==> config.mk <==
export PLATFORM = sky130hd
export DESIGN_NAME = uart_rx_ctrl
export DESIGN_NICKNAME = d
export VERILOG_FILES = /design/src/rtl/uart_pkg.sv /design/src/rtl/uart_rx_fifo.sv /design/src/rtl/uart_rx_ctrl.sv
export SDC_FILE = /design/constraint.sdc
export NUM_CORES = 1
export LEC_CHECK = 0
export ABC_CLOCK_PERIOD_IN_PS = 2850
export CAP_MARGIN = 20
export CORE_MARGIN = 1
export CORE_UTILIZATION = 60
export CTS_BUF_LIST = sky130_fd_sc_hd__clkbuf_4 sky130_fd_sc_hd__clkbuf_8
export CTS_CLUSTER_DIAMETER = 50
export CTS_CLUSTER_SIZE = 28
export DETAILED_ROUTE_END_ITERATION = 8
export GPL_ROUTABILITY_DRIVEN = 0
export PLACE_DENSITY = 0.9
export SKIP_LAST_GASP = 1
export SYNTH_ARGS = -nofsm -noshare
export SYNTH_HDL_FRONTEND = slang
export SYNTH_SLANG_ARGS = --single-unit
==> constraint.sdc <==
create_clock -name clk -period 2.85 [get_ports clk]
set_input_delay 0.57 -clock clk [delete_from_list [all_inputs] [get_ports clk]]
set_output_delay 0.57 -clock clk [all_outputs]
set_load 0.01 [all_outputs]
==> src/rtl/uart_pkg.sv <==
// uart_pkg
//   Shared types for the UART receive path.
//   rx_ctrl_state_e : receive sequencer states (IDLE, PUSH, ACK, WAIT)
//   rx_entry_t      : one RX FIFO entry, {perr, data[7:0]}
//   RX_DEPTH_DEF    : default RX FIFO depth
package uart_pkg;

  localparam int RX_DEPTH_DEF = 16;

  typedef enum logic [1:0] {
    IDLE = 2'd0,
    PUSH = 2'd1,
    ACK  = 2'd2,
    WAIT = 2'd3
  } rx_ctrl_state_e;

  typedef struct packed {
    logic       perr;
    logic [7:0] data;
  } rx_entry_t;

endpackage

==> src/rtl/uart_rx_fifo.sv <==
// uart_rx_fifo
//   DEPTH-entry RX FIFO with first-word-fall-through head.
//   Flush has priority over push and pop; a push into a full FIFO is
//   accepted only when a pop frees a slot in the same cycle.
// Ports
//   clk, rst_n   clock, asynchronous active-low reset
//   push_i       write wr_entry_i at the tail
//   wr_entry_i   entry to write
//   pop_i        drop the head (ignored while empty)
//   flush_i      empty the FIFO on the next edge
//   head_o       current head entry (meaningless while empty_o)
//   level_o      entries held, 0..DEPTH
//   full_o       level_o == DEPTH
//   empty_o      level_o == 0
//   push_ok_o    push accepted this cycle
//   pop_ok_o     pop accepted this cycle
module uart_rx_fifo
  import uart_pkg::*;
#(
  parameter int  DEPTH = RX_DEPTH_DEF,
  localparam int AW    = $clog2(DEPTH)
) (
  input  logic      clk,
  input  logic      rst_n,
  input  logic      push_i,
  input  rx_entry_t wr_entry_i,
  input  logic      pop_i,
  input  logic      flush_i,
  output rx_entry_t head_o,
  output logic [AW:0] level_o,
  output logic      full_o,
  output logic      empty_o,
  output logic      push_ok_o,
  output logic      pop_ok_o
);

  rx_entry_t       mem [DEPTH];
  logic [AW-1:0]   wr_ptr_reg;
  logic [AW-1:0]   rd_ptr_reg;
  logic [AW:0]     level_reg;

  assign full_o  = (level_reg == (AW+1)'(DEPTH));
  assign empty_o = (level_reg == '0);

  // The pop is evaluated first so that a full FIFO can still accept a
  // push in the cycle its head is being read out.
  assign pop_ok_o  = pop_i && !flush_i && !empty_o;
  assign push_ok_o = push_i && !flush_i && (!full_o || pop_ok_o);

  // Pointers are AW bits wide, so they wrap modulo DEPTH for free.
  always_ff @(posedge clk or negedge rst_n) begin
    if (!rst_n) begin
      wr_ptr_reg <= '0;
      rd_ptr_reg <= '0;
      level_reg  <= '0;
    end else if (flush_i) begin
      wr_ptr_reg <= '0;
      rd_ptr_reg <= '0;
      level_reg  <= '0;
    end else begin
      if (push_ok_o) wr_ptr_reg <= wr_ptr_reg + 1'b1;
      if (pop_ok_o)  rd_ptr_reg <= rd_ptr_reg + 1'b1;
      case ({push_ok_o, pop_ok_o})
        2'b10:   level_reg <= level_reg + 1'b1;
        2'b01:   level_reg <= level_reg - 1'b1;
        default: level_reg <= level_reg;
      endcase
    end
  end

  // Storage carries no reset; only the pointers define what is valid.
  always_ff @(posedge clk) begin
    if (push_ok_o) mem[wr_ptr_reg] <= wr_entry_i;
  end

  assign head_o  = mem[rd_ptr_reg];
  assign level_o = level_reg;

endmodule

==> src/rtl/uart_rx_ctrl.sv <==
// uart_rx_ctrl
//   Sequences the UART receiver: captures each completed frame with its
//   parity status into the RX FIFO, returns the one-cycle host_read_o
//   acknowledge that re-arms the receiver, and reports FIFO status,
//   sticky overrun, level interrupt and (optionally) RX timeout.
// Build option
//   UART_RX_TIMEOUT_EN : when defined, a rx_tick_i counter raises the sticky
//                        timeout_o after TIMEOUT_TICKS idle ticks with data
//                        waiting, and timeout_o is ORed into rx_irq_o.
//                        When undefined, timeout_o is 0 and rx_tick_i unused.
// Ports
//   clk, rst_n       clock, asynchronous active-low reset
//   rx_done_i        frame-complete level from receiver, held until ack
//   rx_data_i        received data byte
//   parity_error_i   parity flag, valid in the first rx_done_i cycle
//   rx_tick_i        16x baud tick (timeout only)
//   host_read_o      one-cycle acknowledge to the receiver
//   pop_i            host read of RX data register
//   flush_i          synchronous FIFO clear
//   irq_thresh_i     level interrupt threshold (0 behaves as 1)
//   overrun_clr_i    clear sticky overrun
//   rd_data_o        FIFO head {23'b0, perr, data}, 0 while empty
//   level_o          entries held
//   empty_o, full_o  FIFO status
//   overrun_o        sticky: frame arrived while FIFO full
//   rx_irq_o         registered level >= threshold (| timeout_o)
//   timeout_o        sticky RX timeout
module uart_rx_ctrl
  import uart_pkg::*;
#(
  parameter int  DEPTH         = RX_DEPTH_DEF,
  parameter int  TIMEOUT_TICKS = 640,
  localparam int AW            = $clog2(DEPTH)
) (
  input  logic          clk,
  input  logic          rst_n,
  input  logic          rx_done_i,
  input  logic [7:0]    rx_data_i,
  input  logic          parity_error_i,
  input  logic          rx_tick_i,
  output logic          host_read_o,
  input  logic          pop_i,
  input  logic          flush_i,
  input  logic [AW:0]   irq_thresh_i,
  input  logic          overrun_clr_i,
  output logic [31:0]   rd_data_o,
  output logic [AW:0]   level_o,
  output logic          empty_o,
  output logic          full_o,
  output logic          overrun_o,
  output logic          rx_irq_o,
  output logic          timeout_o
);

  rx_ctrl_state_e state_reg, state_next;
  rx_entry_t      hold_reg, hold_next;
  rx_entry_t      head;
  logic           push_req;
  logic           push_ok;
  logic           pop_ok;
  logic           overrun_reg;
  logic           irq_reg;
  logic [AW:0]    thresh_eff;

  always_ff @(posedge clk or negedge rst_n) begin
    if (!rst_n) begin
      state_reg <= IDLE;
      hold_reg  <= '0;
    end else begin
      state_reg <= state_next;
      hold_reg  <= hold_next;
    end
  end

  // Parity is only valid in the first rx_done_i cycle, so the frame is
  // latched on leaving IDLE. WAIT blocks re-capture of a level that the
  // receiver has not yet dropped after the acknowledge.
  always_comb begin
    state_next  = state_reg;
    hold_next   = hold_reg;
    host_read_o = 1'b0;
    push_req    = 1'b0;
    case (state_reg)
      IDLE: begin
        if (rx_done_i) begin
          hold_next.perr = parity_error_i;
          hold_next.data = rx_data_i;
          state_next     = PUSH;
        end
      end
      PUSH: begin
        push_req   = 1'b1;
        state_next = ACK;
      end
      ACK: begin
        host_read_o = 1'b1;
        state_next  = WAIT;
      end
      WAIT: begin
        if (!rx_done_i) state_next = IDLE;
      end
      default: state_next = IDLE;
    endcase
  end

  uart_rx_fifo #(
    .DEPTH (DEPTH)
  ) u_fifo (
    .clk        (clk),
    .rst_n      (rst_n),
    .push_i     (push_req),
    .wr_entry_i (hold_reg),
    .pop_i      (pop_i),
    .flush_i    (flush_i),
    .head_o     (head),
    .level_o    (level_o),
    .full_o     (full_o),
    .empty_o    (empty_o),
    .push_ok_o  (push_ok),
    .pop_ok_o   (pop_ok)
  );

  assign rd_data_o = empty_o ? 32'd0 : {23'd0, head};

  // A rejected push is an overrun unless the flush is what discarded it.
  // A new overrun beats a same-cycle clear.
  always_ff @(posedge clk or negedge rst_n) begin
    if (!rst_n) begin
      overrun_reg <= 1'b0;
    end else if (push_req && !push_ok && !flush_i) begin
      overrun_reg <= 1'b1;
    end else if (overrun_clr_i) begin
      overrun_reg <= 1'b0;
    end
  end
  assign overrun_o = overrun_reg;

  // A zero threshold would fire on an empty FIFO; treat it as 1.
  assign thresh_eff = (irq_thresh_i == '0) ? (AW+1)'(1) : irq_thresh_i;

  always_ff @(posedge clk or negedge rst_n) begin
    if (!rst_n) irq_reg <= 1'b0;
    else        irq_reg <= (level_o >= thresh_eff);
  end

`ifdef UART_RX_TIMEOUT_EN
  localparam int TW = $clog2(TIMEOUT_TICKS + 1);

  logic [TW-1:0] tick_cnt_reg;
  logic          timeout_reg;
  logic          cnt_clr;

  // The counter only measures idle time with data waiting.
  assign cnt_clr = empty_o || push_ok || pop_ok || flush_i;

  always_ff @(posedge clk or negedge rst_n) begin
    if (!rst_n) begin
      tick_cnt_reg <= '0;
      timeout_reg  <= 1'b0;
    end else begin
      if (cnt_clr) begin
        tick_cnt_reg <= '0;
      end else if (rx_tick_i && (tick_cnt_reg != TW'(TIMEOUT_TICKS))) begin
        tick_cnt_reg <= tick_cnt_reg + 1'b1;
      end

      if (pop_ok || flush_i) begin
        timeout_reg <= 1'b0;
      end else if (!cnt_clr && rx_tick_i &&
                   (tick_cnt_reg == TW'(TIMEOUT_TICKS - 1))) begin
        timeout_reg <= 1'b1;
      end
    end
  end

  assign timeout_o = timeout_reg;
`else
  logic unused_ok;
  assign unused_ok = ^{rx_tick_i, pop_ok, (TIMEOUT_TICKS > 0)};
  assign timeout_o = 1'b0;
`endif

  assign rx_irq_o = irq_reg | timeout_o;

endmodule
# Word level (Yosys, flattened, before mapping)
# Memory sizes are Yosys's and may differ from the RTL's.
# Index checks and enable logic that the tools add are counted.
# classes
n_eq_ne	8
n_addsub	4
reduce_logical	20
n_lt_le_gt_ge	1
muxes	17
# ops
operator	n
$mux W4	4
$logic_not A5 Y1	2
$mux W5	2
$pmux W5 S2	1
$mux W9	1
$add A4 B1 Y4 const B	2
$pmux W2 S4	1
$eq A2 B2 Y1 const B	3
$logic_and A1 B1 Y1	6
$mux W1	6
$reduce_bool A2 Y1	3
$add A5 B1 Y5 const B	1
$eq A5 B5 Y1 const B	1
$ge A5 B5 Y1	1
$sub A5 B1 Y5 const B	1
$eq A2 B1 Y1 const B	2
$logic_not A1 Y1	4
$mux W2	2
$ne A2 B2 Y1 const B	2
$reduce_and A2 Y1	2
$reduce_bool A3 Y1	1
$logic_not A2 Y1	1
$logic_or A1 B1 Y1	1
# totals
out_inout_bits	43
n_memories	1
ramBits	144
word_cells	59
in_bits	21
register_bits	26
# memory_table
memory	depth	word_bits	rd	rd_ports_with_merged_regs	wr	line_no	rtl
u_fifo.mem	16	9	1	0	1	uart_rx_fifo.sv:37	rx_entry_t mem [DEPTH];

# Longest topological paths before layout
# Gate-level depths: netlist of the first run.
# logic_depth
word_depth	9
depth_mapped	10
mapped_depth_nobuf	9

# By module
# From an unflattened synthesis of the first run, not the netlist that was laid out.
# hier_totals
cells_unflattened	467
hier_area_um2	7420.9
# by_module_without_submodules
module	n_inst	area_each_um2	seq_area_each_um2	cells_each
uart_rx_fifo	1	6502.5	4649.5	377
uart_rx_ctrl	1	918.4	325.3	90

# Least setup slack after synthesis of the first run
# Ideal clock, no wire load.
# synth_path
path_kind	flip-flop to flip-flop
start	register u_fifo.level_reg[1] (netlist: u_fifo.level_o[1])
end	register u_fifo.level_reg[4] (netlist: u_fifo.level_o[4])
t_required_ns	2.779
arrival_time_ns	2.542
setup_time_ns	0.071
period_less_slack_ns	2.613
path_buffers	1
setup_slack_ns	0.237
path_stages_with_launch	11
cell_sequence	dfrtp_1 or4_1 buf_6 o21ai_1 or3_1 inv_1 ha_1 nand2b_1 o2bb2ai_1 mux2_2 nand4_1
# synth_between
elab_chain_cells	8
word_cells_on_any_way	14
cone_classes	add/sub (2); eq/ne (3); mux (2); reduce/logical (7)
# synth_lines
element	line_no	rtl
from (decl)	uart_rx_fifo.sv:40	logic [AW:0] level_reg;
from (signal assigned)	uart_rx_fifo.sv:64	2'b10: level_reg <= level_reg + 1'b1;
from (signal assigned)	uart_rx_fifo.sv:65	2'b01: level_reg <= level_reg - 1'b1;
from (signal assigned)	uart_rx_fifo.sv:66	default: level_reg <= level_reg;
$logic_not A5 Y1	uart_rx_fifo.sv:43	assign empty_o = (level_reg == '0);
$logic_not A1 Y1	uart_rx_fifo.sv:47	assign pop_ok_o = pop_i && !flush_i && !empty_o;
$logic_and A1 B1 Y1	uart_rx_fifo.sv:47	
$logic_or A1 B1 Y1	uart_rx_fifo.sv:48	assign push_ok_o = push_i && !flush_i && (!full_o || pop_ok_o);
$logic_and A1 B1 Y1	uart_rx_fifo.sv:48	
$eq A2 B1 Y1 or $eq A2 B2 Y1 (tied branches)	uart_rx_fifo.sv:63	case ({push_ok_o, pop_ok_o})
$pmux W5 S2	uart_rx_fifo.sv:63	
$mux W5	uart_rx_fifo.sv:56	end else if (flush_i) begin
# Parallel ways exist; a longest one is shown, timed or not.
# A chain may end at the register's enable or synchronous reset.

# Worst setup path after layout of the first run
# layout_path
start	register u_fifo.rd_ptr_reg[1]
end	output rd_data_o[0]
# layout_between
elab_chain_cells	2
# layout_lines
element	line_no	rtl
from (decl)	uart_rx_fifo.sv:39	logic [AW-1:0] rd_ptr_reg;
from (signal assigned)	uart_rx_fifo.sv:62	if (pop_ok_o) rd_ptr_reg <= rd_ptr_reg + 1'b1;
$mem_v2 Z16 W9	-	
$mux W9	uart_rx_ctrl.sv:123	assign rd_data_o = empty_o ? 32'd0 : {23'd0, head};
to (decl)	uart_rx_ctrl.sv:46	output logic [31:0] rd_data_o,
# Every way passes these cells.

==> results of run 1 <==
==> final cells by class <==
cell class,count,share of cell area
flip-flops and latches,170,0.563
multi-input cells,223,0.257
repair buffers,80,0.100
clock buffers,20,0.0290
clock inverters,12,0.0222
well taps,147,0.0208
inverters,18,0.00764
==> metal layers <==
layer  GRT usage  up-vias
li1            -     1780
met1       0.321     2049
met2       0.425      199
met3      0.0691       24
met4       0.109        0
met5           0        -
==> metrics by stage <==
stage / area (sq um) / worst slack (ps)
floorplan: 7510 / 237
global placement: 8250 / 87.7
detailed placement: 8250 / 12.3
CTS: 8780 / -26.2
global route: 8840 / -67.7
finish: 8840 / 21.3
==> worst paths after layout <==
| path | depth (start not counted) | slack (ps) | end |
|---|---|---|---|
| setup / recovery | 6 | 20 | rd_data_o[0] |
| setup reg to reg | 8 | 250 | u_fifo.level_o[4] |
| min in group clk | 2 | 550 | overrun_o |
| hold / removal | 2 | 460 | state_reg[0] |
| hold reg to reg | 2 | 550 | overrun_o |
| max in group asynchronous | 2 | 2110 | u_fifo.rd_ptr_reg[0] |
==> logic make-up (layout without fill, tap and decap cells) <==
group                      count (synthesis)  count (layout)  synth area share
xor gates and xnor gates                   9               9            0.0106
and+or+nand+nor                           69              69            0.0518
muxes                                     62              62             0.147
adders and majority gates                 19              19            0.0331
DFF                                      170             170             0.670
other                                      1              24          0.000505
buffers and inverters                     62             130            0.0472
AOI/OAI and AO/OA                         40              40            0.0398
==> power by group <==
group	leakage (nW)	switching [mW]	internal [mW]
clock	0.225	0.843	1.07
combinational	1.31	1.18	1.18
sequential	1.63	0.434	3.20
==> worst reg2reg max path: stages (launching register included) <==
cell and delay [ps]:
dfrtp_2 450, or4_4 560, o21ai_1 210, or3_1 190, inv_1 90, ha_1 310, o2bb2ai_1 260, mux2_2 370
nand4_1 90
==> Yosys cell counts (7+ instances only) <==
cell type and count:
edfxtp_1 144, mux2i_1 13, inv_1 18, dfrtp_1 26
nor2_1 22, mux4_2 36, nor2b_1 10, clkbuf_1 9
xor2_1 7, and2_1 12, buf_4 26, ha_1 18
a211oi_1 18, mux2_2 10
==> repair_timing <==
action,4_1_cts,5_1_grt
pin swaps,3,10
setup buffers,2,3
gates cloned,1,0
endpoints found under the setup margin,11,9
gates resized for setup,57,9
==> results.ini, run 1 <==
[synth]
netlist_area_sq_um = 7420
yosysSeqAreaShare = 0.670
synthArstFlopShare = 0.153
synth-edff-count = 144
ys_top_cells_by_area = edfxtp_1 58%, mux4_2 11%, dfrtp_1 8.8%
syn_inst = 432
synth_top_area_share = 0.583
synth_seq_cells = 170
yosysTopAreaCell = edfxtp_1
synth_flop_cell = edfxtp_1
synth.avg_cell_area_sq_um = 17.2
synth_cell_type_count = 45
ys_warn_count = 0

[outcome]
status = completed

[setup_path]
cp_top_family = buffers and inverters
worst_setup_path_start_kind = register
critPathKind = reg2out
critical_path_buf_inv_count = 3
cp_max_fo = 11
worst_path_largest_cell_delay_ps = 460
cp-end-kind = output pin
crit_arrival_ps = 2260
timing.rr.start = u_fifo.level_o[0]
cp_cell_sequence = buf_6, bufbuf_16, mux4_2, mux2i_2, a211oi_2, buf_2
cpMaxStageDelayCell = dfrtp_2
critical_path.startpoint = u_fifo.rd_ptr_reg[1]
worst_ep_required_time_ps = 2280

[clocking]
path_clk_slew_ps = 90
cts_tree = done
numCtsBuffers = 17
clk_path_buf_depth = 2
clk_latency_ps = 470
root_buffer = clkbuf_8
cts_sinks = 170
htree_levels = 4
cts-hold-fix-buffers = 0

[global_route]
grt_usage = 0.256
grt_pass1_wl_um = 22900
grt_pass1_vias = 4157
grt_max_degree = 27
grt-ovfl-total = 0
antenna_found_initial = 0

[worst_hold_path]
hold_class = in2async

[pwr]
leakage_nw = 3.16
power_density_nw_per_um2 = 895
power.total_mw = 7.91
ir_drop_uv = 546

[drt]
dr.pass1.iters = 5
maxUsedRoutingLayer = met4
ant_nets = 0
routed-wl-met3_um = 1020
viasPerCell = 6.05
post_drt_wl_per_cell_um = 22.2
met1_length_um = 5700
drt-total-wl_um = 14900
routed-wl-met2_um = 7840
drcViolationCount = 0
drt_iter0_drc = 369
vias = 4052

[sta]
finalClockSkew_ps = 10.1
max_freq_ghz = 0.354
tightest_slew_ps = 998
fin_crit_sh = 0.993
slew_headroom = 0.335
hold_viol = 0
fin_tns_setup_ps = 0
grt_setup_unrepaired = yes
slew_viol_final = 0
setup_viol = 0
fin_crit_ps = 2830
whs_ps = 463

[place]
hpwl_um = 9480
dp.cells = 632
io_buffers = 38

[cells_and_area]
multiInputGateArea_sq_um = 2270
largest_register_ffs = 144
area_growth_pct = 19.1
layout_commonest_cell = edfxtp_1
diodes = 0
seqCellArea_sq_um = 4980
fillerInstances = 683
drive_gt1_frac = 0.293
final_nets = 550
final_cells = 670
post-route-util = 0.736
final_cell_mix = 144 x edfxtp_1, 36 x mux4_2, 27 x clkdlybuf4s50_1, 24 x conb_1, 23 x dfrtp_1

[floorplan]
rows = 40
num_io_pins = 64
die_w_um = 113
fp.dieH_um = 113
core_area_sq_um = 12000
start_util = 0.618
die_area_sq_um = 12800

[job]
max_cap_violations = 0

(Power assumes the default switching activity.)
==> run 2: changes to the inputs <==
- ABC_AREA: not set -> 1
==> run 2 against run 1 <==
Compared with the run above:
- utilization down 2.2 points
- sequential cell count unchanged
- sequential power about the same
- sequential share of layout area up 1.0 points
- die area up 2.3%
- synthesized area up 2.3%
- first-iteration DRC count up 79%
- final cell count up 38%
- global-route usage up 3.3 points
- critical endpoint is now empty_o
- largest cell class unchanged
- largest power group unchanged
==> results.ini, run 2 <==
[synth]
ys_top_cells_by_area = edfxtp_1 57%, nand2_1 10%, dfrtp_1 8.6%  ; was edfxtp_1 58%, mux4_2 11%, dfrtp_1 8.8%
yosysSeqAreaShare = 0.655  ; was 0.670
synth_cell_type_count = 35  ; was 45
synth_top_family_by_area = simple AND/OR/NAND/NOR gates  ; was multiplexers
synthArstFlopShare = 0.153  ; unchanged
synth.area.mux_share = 0.0148  ; was 0.147
ys_warn_count = 0  ; unchanged
synth_fa_ha_area_frac = 0.0323  ; was 0.0331
yosys.area_share.simple = 0.213  ; was 0.0518
netlist_area_sq_um = 7590  ; was 7420 sq um
synth_top_cells_by_count = 209 x nand2_1, 144 x edfxtp_1, 124 x nand3_1  ; was 144 x edfxtp_1, 36 x mux4_2, 26 x buf_4, 26 x dfrtp_1, 22 x nor2_1
synth_seq_cells = 170  ; unchanged
synth.avg_cell_area_sq_um = 11.2  ; was 17.2 sq um
syn_inst = 681  ; was 432
synth-xor-area-share = 0.00577  ; was 0.0106
yosysTopAreaCell = edfxtp_1  ; unchanged
synth.most_common_cell = nand2_1  ; was edfxtp_1
synth-compound-area-share = 0.0217  ; was 0.0398
synth_flop_cell = edfxtp_1  ; unchanged
synth-edff-count = 144  ; unchanged
synth_top_area_share = 0.569  ; was 0.583

[clocking]
cts-hold-fix-buffers = 0  ; unchanged
numCtsBuffers = 17  ; unchanged
root_buffer = clkbuf_8  ; unchanged
htree_levels = 4  ; unchanged
cts_sinks = 170  ; unchanged
cts_tree = done  ; unchanged
clk_path_buf_depth = 2  ; unchanged
clk_latency_ps = 460  ; was 470 ps
path_clk_slew_ps = 90  ; about the same

[floorplan]
die_area_sq_um = 13100  ; was 12800 sq um
num_io_pins = 64  ; unchanged
start_util = 0.624  ; was 0.618
rows = 40  ; unchanged
fp.dieH_um = 115  ; was 113 um
core_area_sq_um = 12200  ; was 12000 sq um
die_w_um = 115  ; was 113 um

[sta]
setup_viol = 0  ; unchanged
max_freq_ghz = 0.365  ; was 0.354 GHz
slew_headroom = 0.534  ; was 0.335
fin_crit_ps = 2740  ; was 2830 ps
tightest_slew_ps = 698  ; was 998 ps
grt_setup_unrepaired = no  ; was yes
slew_viol_final = 0  ; unchanged
hold_viol = 0  ; unchanged
fin_crit_sh = 0.962  ; was 0.993
whs_ps = 486  ; was 463 ps
finalClockSkew_ps = 15.8  ; was 10.1 ps

[place]
hpwl_um = 10900  ; was 9480 um
dp.cells = 887  ; was 632
io_buffers = 38  ; unchanged

[cells_and_area]
final_cell_mix = 209 x nand2_1, 144 x edfxtp_1, 124 x nand3_1, 29 x clkdlybuf4s50_1, 28 x buf_4  ; was 144 x edfxtp_1, 36 x mux4_2, 27 x clkdlybuf4s50_1, 24 x conb_1, 23 x dfrtp_1
largest_register_ffs = 144  ; unchanged
area_growth_pct = 14.3  ; was 19.1%
fillerInstances = 793  ; was 683
final_cells = 924  ; was 670
final_nets = 783  ; was 550
layout_commonest_cell = nand2_1  ; was edfxtp_1
drive_gt1_frac = 0.127  ; was 0.293
post-route-util = 0.714  ; was 0.736
diodes = 0  ; unchanged

[drt]
viasPerCell = 5.93  ; was 6.05
post_drt_wl_per_cell_um = 19.3  ; was 22.2 um
ant_nets = 0  ; unchanged
drcViolationCount = 0  ; unchanged
vias = 5483  ; was 4052
drt-total-wl_um = 17800  ; was 14900 um
dr.pass1.iters = 5  ; unchanged
drt_iter0_drc = 659  ; was 369

[setup_path]
reg2reg_to = u_fifo.level_o[4]  ; unchanged
r2r_slack_ps = 520  ; was 250 ps
critical_path.startpoint = u_fifo.level_o[1]  ; was u_fifo.rd_ptr_reg[1]
timing.rr.start = u_fifo.level_o[1]  ; was u_fifo.level_o[0]
critPathKind = reg2out  ; unchanged
crit_arrival_ps = 2170  ; was 2260 ps
cp-end-kind = output pin  ; unchanged
cp_max_fo = 10  ; was 11
worst_ep_required_time_ps = 2280  ; about the same
worst_setup_path_start_kind = register  ; unchanged
r2r_cells = 13  ; was 8

[pwr]
power_density_nw_per_um2 = 760  ; was 895 nW/um^2
leakage_nw = 3.52  ; was 3.16 nW
ir_drop_uv = 702  ; was 546 uV
power.total_mw = 6.59  ; was 7.91 mW

[global_route]
grt_pass1_vias = 5397  ; was 4157
antenna_found_initial = 0  ; unchanged
grt_usage = 0.289  ; was 0.256
grt_pass1_wl_um = 27600  ; was 22900 um
grt_max_degree = 39  ; was 27
grt-ovfl-total = 0  ; unchanged

[outcome]
status = completed  ; unchanged

[worst_hold_path]
hold_class = in2async  ; unchanged

[job]
max_cap_violations = 0  ; unchanged

[run 2: how the worst max path moves through the flow]
stage	endpoint	slack, ps
2_1_floorplan	u_fifo.mem[12][0]	690
3_3_place_gp	rd_data_o[6]	280
3_5_place_dp	rd_data_o[7]	190
4_1_cts	rd_data_o[0]	-130
5_1_grt	rd_data_o[4]	30
6_report	empty_o	110
[run 2: cells by family (layout without fill, tap and decap cells)]
| kind of cell | Yosys count | count (layout) |
|---|---|---|
| AOI/OAI and AO/OA | 28 | 28 |
| buffers and inverters | 83 | 135 |
| xor gates and xnor gates | 5 | 5 |
| DFF | 170 | 170 |
| adders and majority gates | 19 | 19 |
| other | 1 | 24 |
| and+or+nand+nor | 365 | 365 |
| muxes | 10 | 10 |
[run 2: power by group]
group	switching, mW	total, mW	internal (mW)
combinational	0.800	1.33	0.530
clock	0.858	1.65	0.788
sequential	0.454	3.62	3.16
total	2.11	6.59	4.48
[run 2: final cells by class]
type,count,area [sq um],share of cell area
Clock buffer,19,249,0.0287
Multi-Input combinational cell,451,2270,0.262
Timing Repair Buffer,72,719,0.0829
Sequential cell,170,4980,0.573
Clock inverter,13,129,0.0148
Inverter,31,120,0.0138
Tap cell,168,210,0.0242
[run 2: per-layer routing]
metal / share of wire / track usage / vias up
li1: - / - / 2424
met1: 0.38 / 0.361 / 2607
met2: 0.49 / 0.476 / 391
met3: 0.092 / 0.0641 / 61
met4: 0.040 / 0.151 / 0
met5: 0 / 0 / -
[run 2: repair_timing]
| action | 4_1_cts | 5_1_grt |
|---|---|---|
| endpoints found under the hold margin | 0 | 0 |
| setup buffers | 2 | 1 |
| pin swaps | 0 | 0 |
| resized for setup | 10 | 16 |
| gates cloned | 2 | 0 |
| setup endpoints to repair | 9 | 8 |
[run 2: worst max-delay path: stages (launching register included)]
cell and delay (ps):
dfrtp_1 470, nor2_1 170, nand3_1 270, clkinv_2 240, clkdlybuf4s50_1 560
[run 2: through the flow]
step,setup TNS [ps],worst slack (ps),area [sq um]
after floorplan,0,687,7680
after global placement,0,283,8200
after detailed placement,0,191,8200
after CTS,-473,-132,8660
after global routing,0,27.4,8680
final,0,107,8680
